<file path="config.mk">
export PLATFORM = sky130hd
export DESIGN_NAME = dcm_reset_ctrl
export DESIGN_NICKNAME = d
export VERILOG_FILES = /design/src/rtl/dcm_ctrl_pkg.sv /design/src/rtl/dcm_reset_ctrl_sync.sv /design/src/rtl/dcm_reset_ctrl.sv
export SDC_FILE = /design/constraint.sdc
export NUM_CORES = 1
export LEC_CHECK = 0
export ABC_CLOCK_PERIOD_IN_PS = 2250
export CORE_MARGIN = 2
export CORE_UTILIZATION = 35
export CTS_BUF_LIST = sky130_fd_sc_hd__clkbuf_4 sky130_fd_sc_hd__clkbuf_8
export CTS_CLUSTER_DIAMETER = 60
export DETAILED_ROUTE_END_ITERATION = 10
export HOLD_SLACK_MARGIN = 0.02
export PLACE_DENSITY_LB_ADDON = 0.05
export SLEW_MARGIN = 20
export SYNTH_ARGS = -nofsm -noshare
export SYNTH_HDL_FRONTEND = slang
export SYNTH_HIERARCHICAL = 1
export SYNTH_SLANG_ARGS = --single-unit
</file>
<file path="constraint.sdc">
create_clock -name CLK_IN1 -period 2.25 [get_ports CLK_IN1]
set_input_delay 0.3375 -clock CLK_IN1 [delete_from_list [all_inputs] [get_ports CLK_IN1]]
set_output_delay 0.3375 -clock CLK_IN1 [all_outputs]
set_load 0.01 [all_outputs]
</file>
<file path="src/rtl/dcm_ctrl_pkg.sv">
// Shared definitions for the DCM reset controller: state encodings,
// default parameter values, DCM STATUS bit positions and sizing helpers.
package dcm_ctrl_pkg;

  // Default parameter values
  localparam int unsigned DEF_RST_CYCLES    = 4;
  localparam int unsigned DEF_LOCK_TIMEOUT  = 65536;
  localparam int unsigned DEF_STABLE_CYCLES = 1024;
  localparam int unsigned DEF_MAX_RETRY     = 7;

  // DCM STATUS bit positions
  localparam int unsigned CLKIN_STOP = 1;
  localparam int unsigned CLKFX_STOP = 2;

  // Port widths
  localparam int unsigned STATUS_W = 8;
  localparam int unsigned RETRY_W  = 4;
  localparam int unsigned STATE_W  = 3;

  // Controller states; the encodings are visible on the debug STATE port
  typedef enum logic [STATE_W-1:0] {
    ST_RST_DCM   = 3'd0,
    ST_WAIT_LOCK = 3'd1,
    ST_STABILIZE = 3'd2,
    ST_RUN       = 3'd3,
    ST_FAULT     = 3'd4
  } dcm_state_e;

  // Largest of three values, used to size the shared phase counter
  function automatic int unsigned max3(input int unsigned a,
                                       input int unsigned b,
                                       input int unsigned c);
    int unsigned m;
    m = (a > b) ? a : b;
    return (m > c) ? m : c;
  endfunction

  // Counter width able to hold 0..n-1, never narrower than one bit
  function automatic int unsigned cnt_width(input int unsigned n);
    return (n > 1) ? $clog2(n) : 1;
  endfunction

endpackage

</file>
<file path="src/rtl/dcm_reset_ctrl_sync.sv">
// Two-flop synchroniser bank for asynchronous level inputs.
//   clk   : destination clock
//   rst_n : asynchronous active-low reset, clears both stages
//   d     : asynchronous inputs
//   q     : synchronised outputs, two clk cycles behind d
module sync_2ff #(
  parameter int unsigned WIDTH = 1
) (
  input  logic             clk,
  input  logic             rst_n,
  input  logic [WIDTH-1:0] d,
  output logic [WIDTH-1:0] q
);

  logic [WIDTH-1:0] meta;

  // First stage may go metastable; second stage gives it a cycle to settle
  always_ff @(posedge clk or negedge rst_n) begin
    if (!rst_n) begin
      meta <= '0;
      q    <= '0;
    end else begin
      meta <= d;
      q    <= meta;
    end
  end

endmodule

</file>
<file path="src/rtl/dcm_reset_ctrl.sv">
// DCM_SP bring-up and supervision. Pulses the DCM RST, waits for LOCKED,
// qualifies lock for a stabilisation window, then releases the system reset.
// Loss of lock or a stopped CLKFX re-sequences the DCM; repeated failures
// latch FAULT until RESTART or RESET_N. Clocked only by the board clock.
//   CLK_IN1    : free-running board clock (also feeds DCM CLKIN)
//   RESET_N    : asynchronous active-low reset
//   DCM_LOCKED : DCM LOCKED, asynchronous
//   DCM_STATUS : DCM STATUS, asynchronous; bit1 CLKIN stopped, bit2 CLKFX stopped
//   RESTART    : single-cycle restart request, honoured in RUN and FAULT
//   DCM_RST    : DCM RST, active high
//   SYS_RST    : active-high reset for the DCM-clocked logic
//   CLK_OK     : high only in RUN
//   FAULT      : high only in FAULT
//   RETRY_CNT  : failed attempts since RESET_N or RESTART
//   STATE      : current state encoding, for debug
module dcm_reset_ctrl
  import dcm_ctrl_pkg::*;
#(
  parameter int unsigned RST_CYCLES    = DEF_RST_CYCLES,
  parameter int unsigned LOCK_TIMEOUT  = DEF_LOCK_TIMEOUT,
  parameter int unsigned STABLE_CYCLES = DEF_STABLE_CYCLES,
  parameter int unsigned MAX_RETRY     = DEF_MAX_RETRY
) (
  input  logic                CLK_IN1,
  input  logic                RESET_N,
  input  logic                DCM_LOCKED,
  input  logic [STATUS_W-1:0] DCM_STATUS,
  input  logic                RESTART,
  output logic                DCM_RST,
  output logic                SYS_RST,
  output logic                CLK_OK,
  output logic                FAULT,
  output logic [RETRY_W-1:0]  RETRY_CNT,
  output logic [STATE_W-1:0]  STATE
);

  localparam int unsigned CNT_MAX = max3(RST_CYCLES, LOCK_TIMEOUT, STABLE_CYCLES);
  localparam int unsigned CW      = cnt_width(CNT_MAX);

  localparam logic [CW-1:0]      RST_LAST     = CW'(RST_CYCLES - 1);
  localparam logic [CW-1:0]      TIMEOUT_LAST = CW'(LOCK_TIMEOUT - 1);
  localparam logic [CW-1:0]      STABLE_LAST  = CW'(STABLE_CYCLES - 1);
  localparam logic [RETRY_W:0]   RETRY_LIMIT  = (RETRY_W+1)'(MAX_RETRY);
  localparam logic [RETRY_W-1:0] RETRY_FAULT  = RETRY_W'(MAX_RETRY);
  localparam logic [RETRY_W-1:0] RETRY_SAT    = '1;

  dcm_state_e         state, state_nxt;
  logic [CW-1:0]      cnt, cnt_nxt;
  logic [RETRY_W-1:0] retry, retry_nxt;
  logic               dcm_rst_nxt, sys_rst_nxt, clk_ok_nxt, fault_nxt;
  logic               fail_c;
  logic [2:0]         sync_d, sync_q;
  logic               lock_ok_c;
  logic [RETRY_W:0]   retry_sum_c;

  // Status bits the controller does not act on
  logic unused_status;
  assign unused_status = ^{DCM_STATUS[7:3], DCM_STATUS[0]};

  // Bring LOCKED and the two clock-stopped flags into the CLK_IN1 domain
  assign sync_d = {DCM_STATUS[CLKFX_STOP], DCM_STATUS[CLKIN_STOP], DCM_LOCKED};

  sync_2ff #(.WIDTH(3)) u_sync (
    .clk   (CLK_IN1),
    .rst_n (RESET_N),
    .d     (sync_d),
    .q     (sync_q)
  );

  // Lock is only trusted while both input and synthesised clocks are running
  assign lock_ok_c   = sync_q[0] & ~sync_q[1] & ~sync_q[2];
  assign retry_sum_c = {1'b0, retry} + (RETRY_W+1)'(1);

  // State, counter, retry count and registered outputs
  always_ff @(posedge CLK_IN1 or negedge RESET_N) begin
    if (!RESET_N) begin
      state   <= ST_RST_DCM;
      cnt     <= '0;
      retry   <= '0;
      DCM_RST <= 1'b1;
      SYS_RST <= 1'b1;
      CLK_OK  <= 1'b0;
      FAULT   <= 1'b0;
    end else begin
      state   <= state_nxt;
      cnt     <= cnt_nxt;
      retry   <= retry_nxt;
      DCM_RST <= dcm_rst_nxt;
      SYS_RST <= sys_rst_nxt;
      CLK_OK  <= clk_ok_nxt;
      FAULT   <= fault_nxt;
    end
  end

  // Next-state, counter and retry logic; outputs follow the next state
  always_comb begin
    state_nxt = state;
    cnt_nxt   = cnt + CW'(1);
    retry_nxt = retry;
    fail_c    = 1'b0;

    case (state)
      ST_RST_DCM: begin
        if (cnt == RST_LAST) state_nxt = ST_WAIT_LOCK;
      end
      ST_WAIT_LOCK: begin
        if (lock_ok_c)                state_nxt = ST_STABILIZE;
        else if (cnt == TIMEOUT_LAST) fail_c    = 1'b1;
      end
      ST_STABILIZE: begin
        if (!lock_ok_c)              fail_c    = 1'b1;
        else if (cnt == STABLE_LAST) state_nxt = ST_RUN;
      end
      ST_RUN: begin
        cnt_nxt = cnt;
        // A restart wins over a simultaneous lock loss, so no retry is counted
        if (RESTART) begin
          state_nxt = ST_RST_DCM;
          retry_nxt = '0;
        end else if (!lock_ok_c) begin
          fail_c = 1'b1;
        end
      end
      ST_FAULT: begin
        cnt_nxt = cnt;
        if (RESTART) begin
          state_nxt = ST_RST_DCM;
          retry_nxt = '0;
        end
      end
      default: begin
        state_nxt = ST_FAULT;
      end
    endcase

    if (fail_c) begin
      if (retry_sum_c >= RETRY_LIMIT) begin
        state_nxt = ST_FAULT;
        retry_nxt = RETRY_FAULT;
      end else begin
        state_nxt = ST_RST_DCM;
        retry_nxt = (retry == RETRY_SAT) ? RETRY_SAT : retry + RETRY_W'(1);
      end
    end

    // Each state times itself from zero
    if (state_nxt != state) cnt_nxt = '0;

    dcm_rst_nxt = (state_nxt == ST_RST_DCM) || (state_nxt == ST_FAULT);
    sys_rst_nxt = (state_nxt != ST_RUN);
    clk_ok_nxt  = (state_nxt == ST_RUN);
    fault_nxt   = (state_nxt == ST_FAULT);
  end

  assign RETRY_CNT = retry;
  assign STATE     = state;

endmodule

</file>
==> results of run 1 <==
[metal layers]
metal	vias to the layer above	GRT usage, %	wire, microns
li1	832	-	-
met1	852	22.18	2234
met2	28	27.24	2310
met3	2	3.605	149
met4	0	6.607	18
met5	-	0	0
[area by class of cell]
| class | instances | area share, % |
|---|---|---|
| Multi-Input combinational cell | 144 | 41.69 |
| Timing Repair Buffer | 41 | 14.86 |
| Sequential cell | 33 | 34.31 |
| Clock buffer | 5 | 2.838 |
| Clock inverter | 3 | 1.909 |
| Inverter | 5 | 0.7740 |
| Tap cell | 70 | 3.612 |
[cells in the final DEF, fill, tap and decap left out, types with 3 or more instances in the layout]
| cell | n |
|---|---|
| sky130_fd_sc_hd__nand2b_1 | 3 |
| sky130_fd_sc_hd__a221oi_1 | 16 |
| sky130_fd_sc_hd__o21ai_0 | 11 |
| sky130_fd_sc_hd__nor2b_1 | 3 |
| sky130_fd_sc_hd__nor4_1 | 10 |
| sky130_fd_sc_hd__inv_1 | 5 |
| sky130_fd_sc_hd__clkdlybuf4s50_1 | 16 |
| sky130_fd_sc_hd__and3_1 | 4 |
| sky130_fd_sc_hd__dfrtp_1 | 28 |
| sky130_fd_sc_hd__clkbuf_8 | 5 |
| sky130_fd_sc_hd__buf_4 | 24 |
| sky130_fd_sc_hd__o21a_1 | 4 |
| sky130_fd_sc_hd__nor3_1 | 7 |
| sky130_fd_sc_hd__dfrtp_2 | 3 |
| sky130_fd_sc_hd__nor3b_1 | 3 |
| sky130_fd_sc_hd__nor2_1 | 4 |
| sky130_fd_sc_hd__xor2_1 | 4 |
| sky130_fd_sc_hd__nand4_1 | 4 |
| sky130_fd_sc_hd__or3_1 | 3 |
| sky130_fd_sc_hd__nand3_1 | 5 |
| sky130_fd_sc_hd__nand2_1 | 18 |
| sky130_fd_sc_hd__a21oi_1 | 3 |
| sky130_fd_sc_hd__o31a_1 | 5 |
[path summary, 6_finish.rpt]
path	end	start	slack, ps	depth (start not counted)
worst max-delay path	cnt[2]	cnt[12]	130	6
worst min-delay path	u_sync/q[2]	u_sync/meta[2]	350	0
worst max register to register	cnt[2]	cnt[12]	130	6
worst min register to register	u_sync/q[2]	u_sync/meta[2]	350	0
max in group asynchronous	RETRY_CNT[1]	RESET_N	1470	2
min in group asynchronous	CLK_OK	RESET_N	460	2
[stage by stage]
step                setup TNS [ps]  instance area (sq um)
CTS                              0                   2380
global placement                 0                   2256
floorplan                        0                   1911
global route                -7.612                   2425
detailed placement               0                   2256
finish                           0                   2425
[cell families after synthesis]
logic type | after synthesis | share of synthesized area (%)
AO/OA/AOI/OAI | 55 | 22.02
XOR/XNOR | 6 | 2.752
adder cells (fa/ha/maj) | 3 | 1.966
buffers and inverters | 20 | 5.505
flip-flops | 33 | 43.38
multiplexers | 1 | 0.5897
AND/OR/NAND/NOR | 79 | 23.79
[worst max-delay path, stage by stage (launching register included)]
cell	delay, ps
sky130_fd_sc_hd__dfrtp_1	380
sky130_fd_sc_hd__or4_4	540
sky130_fd_sc_hd__nor3_4	180
sky130_fd_sc_hd__nand4_1	140
sky130_fd_sc_hd__a32o_2	300
sky130_fd_sc_hd__buf_4	180
sky130_fd_sc_hd__a221oi_1	290
[what timing repair did]
| item | in CTS | in global routing |
|---|---|---|
| setup buffers | 1 | 1 |
| setup endpoints to repair | 2 | 17 |
| pin swaps | 2 | 1 |
| gates resized for setup | 1 | 10 |
[state kept, by name, summed over array words and instances, names as in the netlist]
| name | flops |
|---|---|
| cnt | 16 |
| RETRY_CNT | 4 |
| STATE | 3 |
| u_sync/meta | 3 |
| u_sync/q | 3 |
| CLK_OK | 1 |
| DCM_RST | 1 |
| FAULT | 1 |
| SYS_RST | 1 |
[report_power, final]
part	internal [uW]	switching, uW
logic	371	453
clock network	331	234
registers	673	86.6
==> impl_metrics.ini, run 1 <==
[pwr]
worst_ir_drop_vdd_mv = 0.4003
power.density_nw_per_um2 = 886.2
post-layout-total-power_uw = 2149
cellLeakagePower_uw = 0.0009932

[logic_synthesis]
yosys.cell_count.top_type = sky130_fd_sc_hd__dfrtp_1
avgSynthCellArea_sq_um = 9.692
synth-async-reset-ratio_pct = 100.0
synth_cell_type_count = 48
netlist_top_cells_area = sky130_fd_sc_hd__dfrtp_1 41%, sky130_fd_sc_hd__a221oi_1 7.8%, sky130_fd_sc_hd__nand2_1 3.5%
synth-seq-area-share_pct = 43.38
synthesis.area_sq_um = 1909
syn_nets = 212
synthFlopType = sky130_fd_sc_hd__dfrtp_1
yosys-top-cells-count = 31 x sky130_fd_sc_hd__dfrtp_1, 18 x sky130_fd_sc_hd__nand2_1, 17 x sky130_fd_sc_hd__a221oi_1, 11 x sky130_fd_sc_hd__o21ai_0, 10 x sky130_fd_sc_hd__nor4_1
synthCells = 197
yosysTopAreaCell = sky130_fd_sc_hd__dfrtp_1
register_bit_total_from_synthesis = 33
yosys_warnings = 6
yosysTopAreaCellShare_pct = 40.63
synth-edff-count = 0

[clock_tree]
tritoncts = done
tritoncts.num_buffers = 5
clock_latency_ps = 280
sink_count_of_the_clock_tree = 33
htree_levels = 2
post_cts_hold_buffer_count = 0
cts.reportedPaths.clkPinSlew_ps = 70
cts_max_path_buffers = 2
cts-root-buf = sky130_fd_sc_hd__clkbuf_8

[floorplan]
die_width_microns = 77.86
io-pin-count = 23
start_util_pct = 36.91
die_area_sq_um = 6062
rows = 26
core_sq_um = 5172
die_y_microns = 77.86

[timing]
slew_headroom_pct = 54.77
worst_hold_slack_ps = 350.9
timing.final.crit_share_pct = 94.16
fmax_ghz = 0.4720
worst-slew-pin-transition_ps = 677.0
timing.final.hold_violations = 0
final.min_clock_period_ps = 2119
timing.final.max_slew_violations = 0
clock_skew_ps = 7.910
final.setup.worst_slack_ps = 131.4
setup_viol = 0

[global_routing]
grt_start_max_net_pins = 34
global_route.overflow_total = 0
grt_use_total_pct = 16.94
first_global_vias = 1766
antenna_found_initial = 0
grt_first_pass_wirelength_microns = 8231

[place]
placed_cells = 291
hpwl_microns = 3315
dp_worst_setup_slack_ps = 13.51
io_buffers = 16
finalWeightedCongestion = 0.8221

[finish]
proportion_of_layout_cells_with_a_drive_suffix_above_1_pct = 23.38
regArea_sq_um = 832.0
finalNetCount = 245
flow.area_growth_from_synthesis_pct = 27.00
layout.cells.non_filler = 301
insertedDiodeCount = 0
fillers = 483
multi_input_comb_area_sq_um = 1011
postLayoutCoreUtil_pct = 46.88

[setup_path]
type_of_the_setup_path_with_the_least_slack = flip-flop to flip-flop
worst-endpoint-required_ps = 2430
endpoint_kind = flip-flop
arrival_ps = 2300
crit_path_start_kind = flip-flop
crit_path_max_fanout = 10

[detailed_routing]
routed_wire_length_per_instance_microns = 15.65
detail_route.vias_per_cell = 5.694
firstDrtPassIters = 4
first_iter_violations = 133
route.vias.total = 1714
drt_drc_violations_left = 0
final_antenna_net_count = 0
wirelength_microns = 4712

[outcome]
outcome = complete, no violations

[min_path]
worstHoldPathType = flip-flop to flip-flop

[run]
max-cap-violations = 0
(Power assumes the default switching activity.)
==> run 2, diff against run 1 <==
--- a/config.mk
+++ b/config.mk
@@ -16,5 +16,4 @@
 export SLEW_MARGIN = 20
 export SYNTH_ARGS = -nofsm -noshare
 export SYNTH_HDL_FRONTEND = slang
-export SYNTH_HIERARCHICAL = 1
 export SYNTH_SLANG_ARGS = --single-unit
==> impl_metrics.ini, run 2 <==
[clock_tree]
clock_latency_ps = 280
sink_count_of_the_clock_tree = 33
htree_levels = 2
cts_max_path_buffers = 2
tritoncts = done
cts-root-buf = sky130_fd_sc_hd__clkbuf_8
tritoncts.num_buffers = 5
cts.reportedPaths.clkPinSlew_ps = 60

[place]
finalWeightedCongestion = 0.7777
hpwl_microns = 2884
placed_cells = 257
io_buffers = 16

[logic_synthesis]
synth-async-reset-ratio_pct = 100.0
yosysTopAreaCellShare_pct = 41.39
yosysTopAreaCell = sky130_fd_sc_hd__dfrtp_1
syn_nets = 184
synth-edff-count = 0
synth_cell_type_count = 53
synth-seq-area-share_pct = 44.19
synthCells = 169
avgSynthCellArea_sq_um = 11.09
yosys-top-cells-count = 31 x sky130_fd_sc_hd__dfrtp_1, 13 x sky130_fd_sc_hd__a211oi_2, 11 x sky130_fd_sc_hd__xnor2_1, 10 x sky130_fd_sc_hd__nand2_1, 8 x sky130_fd_sc_hd__nor2_1
yosys.cell_count.top_type = sky130_fd_sc_hd__dfrtp_1
yosys_warnings = 0
synthesis.area_sq_um = 1874
netlist_top_cells_area = sky130_fd_sc_hd__dfrtp_1 41%, sky130_fd_sc_hd__a211oi_2 8.7%, sky130_fd_sc_hd__xnor2_1 5.1%
synthFlopType = sky130_fd_sc_hd__dfrtp_1
register_bit_total_from_synthesis = 33

[run]
max-cap-violations = 0

[detailed_routing]
routed_wire_length_per_instance_microns = 14.68
detail_route.vias_per_cell = 5.257
route.layer.met1.wl_microns = 1897
first_iter_violations = 89
firstDrtPassIters = 5
drt_drc_violations_left = 0
highest-signal-layer = met4
wirelength_microns = 3891
route.vias.total = 1393
met3WireLength_microns = 113
route.met2.wl_microns = 1848
final_antenna_net_count = 0

[finish]
proportion_of_layout_cells_with_a_drive_suffix_above_1_pct = 27.18
flow.area_growth_from_synthesis_pct = 22.16
fillers = 504
final_cell_mix = 30 x sky130_fd_sc_hd__dfrtp_1, 16 x sky130_fd_sc_hd__clkdlybuf4s50_1, 13 x sky130_fd_sc_hd__a211oi_2, 11 x sky130_fd_sc_hd__xnor2_1, 10 x sky130_fd_sc_hd__nand2_1
insertedDiodeCount = 0
largest_reg_flops = 16
postLayoutCoreUtil_pct = 44.55
finalNetCount = 209
max_flop_register = cnt
layout.cells.non_filler = 265
final_common_cell = sky130_fd_sc_hd__dfrtp_1

[floorplan]
rows = 26
die_area_sq_um = 5957
start_util_pct = 36.47
die_width_microns = 77.18
io-pin-count = 23
core_sq_um = 5140
die_y_microns = 77.18

[global_routing]
global_route.overflow_total = 0
first_global_vias = 1395
antenna_found_initial = 0
grt_start_max_net_pins = 34
grt_use_total_pct = 14.65
grt_first_pass_wirelength_microns = 6865

[setup_path]
arrival_ps = 2210
type_of_the_setup_path_with_the_least_slack = flip-flop to flip-flop
cp_num_buf_inv = 2
worst_path_max_delay_cell = sky130_fd_sc_hd__dfrtp_2
worst_case_reg_to_reg_path_depth = 8
worst-endpoint-required_ps = 2430
worstPathCellList = inv_1, ha_1, nor2_1, a211oi_1, o21bai_1, a31o_2, buf_12, a211oi_2
crit_path_max_fanout = 12
crit_path_start_kind = flip-flop
endpoint_kind = flip-flop
timing.critical_path.depth = 8
cp_slowest_stage_delay_ps = 420
largest_delay_share_family_worst_path = compound AO/OA/AOI/OAI gates

[timing]
timing.final.crit_share_pct = 89.94
setup_viol = 0
worst-slew-pin-transition_ps = 494.3
timing.final.max_slew_violations = 0
slew_headroom_pct = 66.74
fmax_ghz = 0.4941
timing.final.hold_violations = 0
setup_tns_ps = 0
clock_skew_ps = 8.297
final.min_clock_period_ps = 2024
rsz0062_at_grt = false

[pwr]
power.density_nw_per_um2 = 964.9
post-layout-total-power_uw = 2209
cellLeakagePower_uw = 0.0008992
worst_ir_drop_vdd_mv = 0.4699

[min_path]
min_delay_path_depth = 0
worstHoldPathType = flip-flop to flip-flop

[outcome]
outcome = complete, no violations
[run 2: kinds of logic (layout without fill, tap and decap cells)]
kind of cell / Yosys count / in the layout / share of synthesized area [%]
mux: 1 / 1 / 0.5341
flops: 33 / 33 / 44.19
xor+xnor: 14 / 14 / 6.542
buf+inv: 13 / 39 / 4.539
compound gates: 43 / 43 / 20.03
fa+ha+maj: 3 / 3 / 2.003
simple gates: 62 / 62 / 22.16
[run 2: worst reg2reg max path: stages, from the launching register on]
cell,delay [ps]
sky130_fd_sc_hd__dfrtp_2,420
sky130_fd_sc_hd__inv_1,80
sky130_fd_sc_hd__ha_1,310
sky130_fd_sc_hd__nor2_1,40
sky130_fd_sc_hd__a211oi_1,170
sky130_fd_sc_hd__o21bai_1,160
sky130_fd_sc_hd__a31o_2,340
sky130_fd_sc_hd__buf_12,180
sky130_fd_sc_hd__a211oi_2,230
[run 2: per-layer routing]
| layer | global-route usage [%] | vias to the layer above |
|---|---|---|
| li1 | - | 679 |
| met5 | 0 | - |
| met3 | 4.471 | 4 |
| met2 | 22.00 | 23 |
| met1 | 19.91 | 687 |
| met4 | 5.179 | 0 |
[run 2: timing repair]
action / 4_1_cts / 5_1_grt
setup buffers: 0 / 0
setup endpoints to repair: 0 / 1
gates resized for setup: 0 / 1
hold buffers: 0 / 0
[run 2: final cells by class]
cell class | count | area [sq um] | share of cell area [%]
multi-input cells | 123 | 960.9 | 41.97
well taps | 70 | 87.58 | 3.825
inverters | 5 | 18.77 | 0.8197
clock inverters | 1 | 30.03 | 1.311
clock buffers | 7 | 90.09 | 3.934
flip-flops and latches | 33 | 829.5 | 36.23
repair buffers | 26 | 272.8 | 11.91
[run 2: through the flow]
stage / instance area (sq um) / worst slack (ps) / hold WS [ps]
3_3_place_gp: 2168 / 247.9 / 335.9
5_1_grt: 2290 / 49.55 / 354.5
6_report: 2290 / 226.2 / 349.3
3_5_place_dp: 2168 / 203.5 / 336.3
2_1_floorplan: 1874 / 260.8 / 41.91
4_1_cts: 2288 / 176.7 / 351.4
[run 2: power breakdown]
group	switching [uW]	internal (uW)
clock	207	373
combinational	447	375
sequential	116	692
[run 2: path summary, 6_finish.rpt]
| kind | end | startpoint | slack [ps] |
|---|---|---|---|
| max | cnt[2] | RETRY_CNT[0] | 230 |
| min reg2reg | u_sync.q[1] | u_sync.meta[1] | 350 |
| max reg2reg | cnt[2] | RETRY_CNT[0] | 230 |
| min in group asynchronous | FAULT | RESET_N | 450 |
| max in group asynchronous | RETRY_CNT[0] | RESET_N | 1460 |
| min | u_sync.q[1] | u_sync.meta[1] | 350 |
==> run 3, diff against run 2 <==
--- a/config.mk
+++ b/config.mk
@@ -7,11 +7,10 @@
 export LEC_CHECK = 0
 export ABC_CLOCK_PERIOD_IN_PS = 2250
 export CORE_MARGIN = 2
-export CORE_UTILIZATION = 35
+export CORE_UTILIZATION = 40
 export CTS_BUF_LIST = sky130_fd_sc_hd__clkbuf_4 sky130_fd_sc_hd__clkbuf_8
 export CTS_CLUSTER_DIAMETER = 60
 export DETAILED_ROUTE_END_ITERATION = 10
-export HOLD_SLACK_MARGIN = 0.02
 export PLACE_DENSITY_LB_ADDON = 0.05
 export SLEW_MARGIN = 20
 export SYNTH_ARGS = -nofsm -noshare
==> impl_metrics.ini, run 3 (synthesized netlist as in run 2, its figures left out) <==
[setup_path]
critical_r2r_launch = cnt[0]
crit_end = RETRY_CNT[3]
arrival_ps = 2210
reg2reg_slack_ps = 210
worst-endpoint-required_ps = 2430
rr_endpoint = RETRY_CNT[3]
worstSetupStartpoint = cnt[0]
worst_case_reg_to_reg_path_depth = 6
endpoint_kind = flip-flop
crit_path_max_fanout = 6
crit_path_start_kind = flip-flop
type_of_the_setup_path_with_the_least_slack = flip-flop to flip-flop

[finish]
proportion_of_layout_cells_with_a_drive_suffix_above_1_pct = 26.67
final_common_cell = sky130_fd_sc_hd__dfrtp_1
insertedDiodeCount = 0
largest_reg_flops = 16
max_flop_register = cnt
finalNetCount = 209
fillers = 395
postLayoutCoreUtil_pct = 50.59
multi_input_comb_area_sq_um = 960.9
final_cell_mix = 31 x sky130_fd_sc_hd__dfrtp_1, 16 x sky130_fd_sc_hd__clkdlybuf4s50_1, 13 x sky130_fd_sc_hd__a211oi_2, 11 x sky130_fd_sc_hd__xnor2_1, 10 x sky130_fd_sc_hd__nand2_1
regArea_sq_um = 828.3
flow.area_growth_from_synthesis_pct = 19.96

[clock_tree]
tritoncts.num_buffers = 5
sink_count_of_the_clock_tree = 33
clock_latency_ps = 280
cts-root-buf = sky130_fd_sc_hd__clkbuf_8
cts.reportedPaths.clkPinSlew_ps = 70
cts_repair_resize_count = 0
cts_post_setup_buffers_inserted = 0
tritoncts = done
cts_max_path_buffers = 2
post_cts_hold_buffer_count = 0
htree_levels = 2

[run]
max-cap-violations = 0

[timing]
timing.final.max_slew_violations = 0
final.min_clock_period_ps = 2039
timing.final.hold_violations = 0
worst-slew-pin-transition_ps = 541.4
clock_skew_ps = 2.159
fmax_ghz = 0.4904
rsz0062_at_grt = false
setup_viol = 0
timing.final.crit_share_pct = 90.63
setup_tns_ps = 0
slew_headroom_pct = 63.66

[place]
hpwl_microns = 2737
io_buffers = 16
finalWeightedCongestion = 0.7439

[global_routing]
global_route.overflow_total = 0
antenna_found_initial = 0
first_global_vias = 1330
grt_use_total_pct = 16.76
grt_first_pass_wirelength_microns = 6644
grt_start_max_net_pins = 34

[detailed_routing]
detail_route.vias_per_cell = 5.704
routed_wire_length_per_instance_microns = 15.79
firstDrtPassIters = 4
wirelength_microns = 3900
first_iter_violations = 100
final_antenna_net_count = 0
route.vias.total = 1409
drt_drc_violations_left = 0

[pwr]
pwr-share-seq_pct = 36.7
total_switching_power_uw = 783.3
pwr-share-clk_pct = 25.7
internal_power_uw = 1397
power.combinational.fraction_pct = 37.6
power_switching_share_pct = 35.93
worst_ir_drop_vdd_mv = 0.4743
power.density_nw_per_um2 = 969.7
cellLeakagePower_uw = 0.0008914

[floorplan]
die_width_microns = 72.45
die_y_microns = 72.45
die_area_sq_um = 5249
core_sq_um = 4444
start_util_pct = 42.17
io-pin-count = 23
rows = 24

[min_path]
worstHoldPathType = flip-flop to flip-flop

[outcome]
outcome = complete, no violations
-- run 3: worst min-delay path by stage --
stage              startpoint           to  cells after the start
2_1_floorplan         RESET_N       CLK_OK                      0
3_3_place_gp   u_sync.meta[1]  u_sync.q[1]                      0
4_1_cts        u_sync.meta[1]  u_sync.q[1]                      0
5_1_grt        u_sync.meta[2]  u_sync.q[2]                      0
6_report       u_sync.meta[2]  u_sync.q[2]                      0
3_5_place_dp   u_sync.meta[1]  u_sync.q[1]                      0
-- run 3: critical path, cell delays in order (launching register included) --
cell                      delay, ps
sky130_fd_sc_hd__dfrtp_1        410
sky130_fd_sc_hd__ha_1           210
sky130_fd_sc_hd__nand3_1        170
sky130_fd_sc_hd__or4b_4         590
sky130_fd_sc_hd__o21ai_2        250
sky130_fd_sc_hd__inv_1          120
sky130_fd_sc_hd__and3_1         180
-- run 3: per-layer routing --
metal	vias up	global-route usage, %	share of wire (%)
li1	683	-	-
met1	689	23.21	49
met2	31	25.08	46
met3	6	4.444	3.3
met4	0	6.584	1.2
met5	-	0	0
-- run 3: area by class of cell --
| type | count | area share, % |
|---|---|---|
| Clock buffer | 5 | 3.061 |
| Clock inverter | 3 | 2.059 |
| Inverter | 5 | 0.8347 |
| Multi-Input combinational cell | 123 | 42.74 |
| Sequential cell | 33 | 36.84 |
| Tap cell | 52 | 2.894 |
| Timing Repair Buffer | 26 | 11.57 |
-- run 3: per-stage QoR --
step	hold slack, ps	area, sq um	power (uW)	instances	setup slack (ps)
detailed placement	334.7	2133	1626	239	234.0
CTS	351.6	2248	2194	247	217.3
global placement	332.9	2133	1611	239	234.0
global route	362.2	2248	2327	247	24.03
finish	350.1	2248	2180	247	210.9
floorplan	41.91	1874	1323	169	260.8
-- run 3: power groups by stage --
stage / Combinational [uW] / Clock, uW / Sequential (uW)
3_5_place_dp: 816 / 0 / 810
6_report: 819 / 561 / 800
3_3_place_gp: 803 / 0 / 808
5_1_grt: 909 / 602 / 815
2_1_floorplan: 516 / 0 / 807
4_1_cts: 824 / 570 / 800
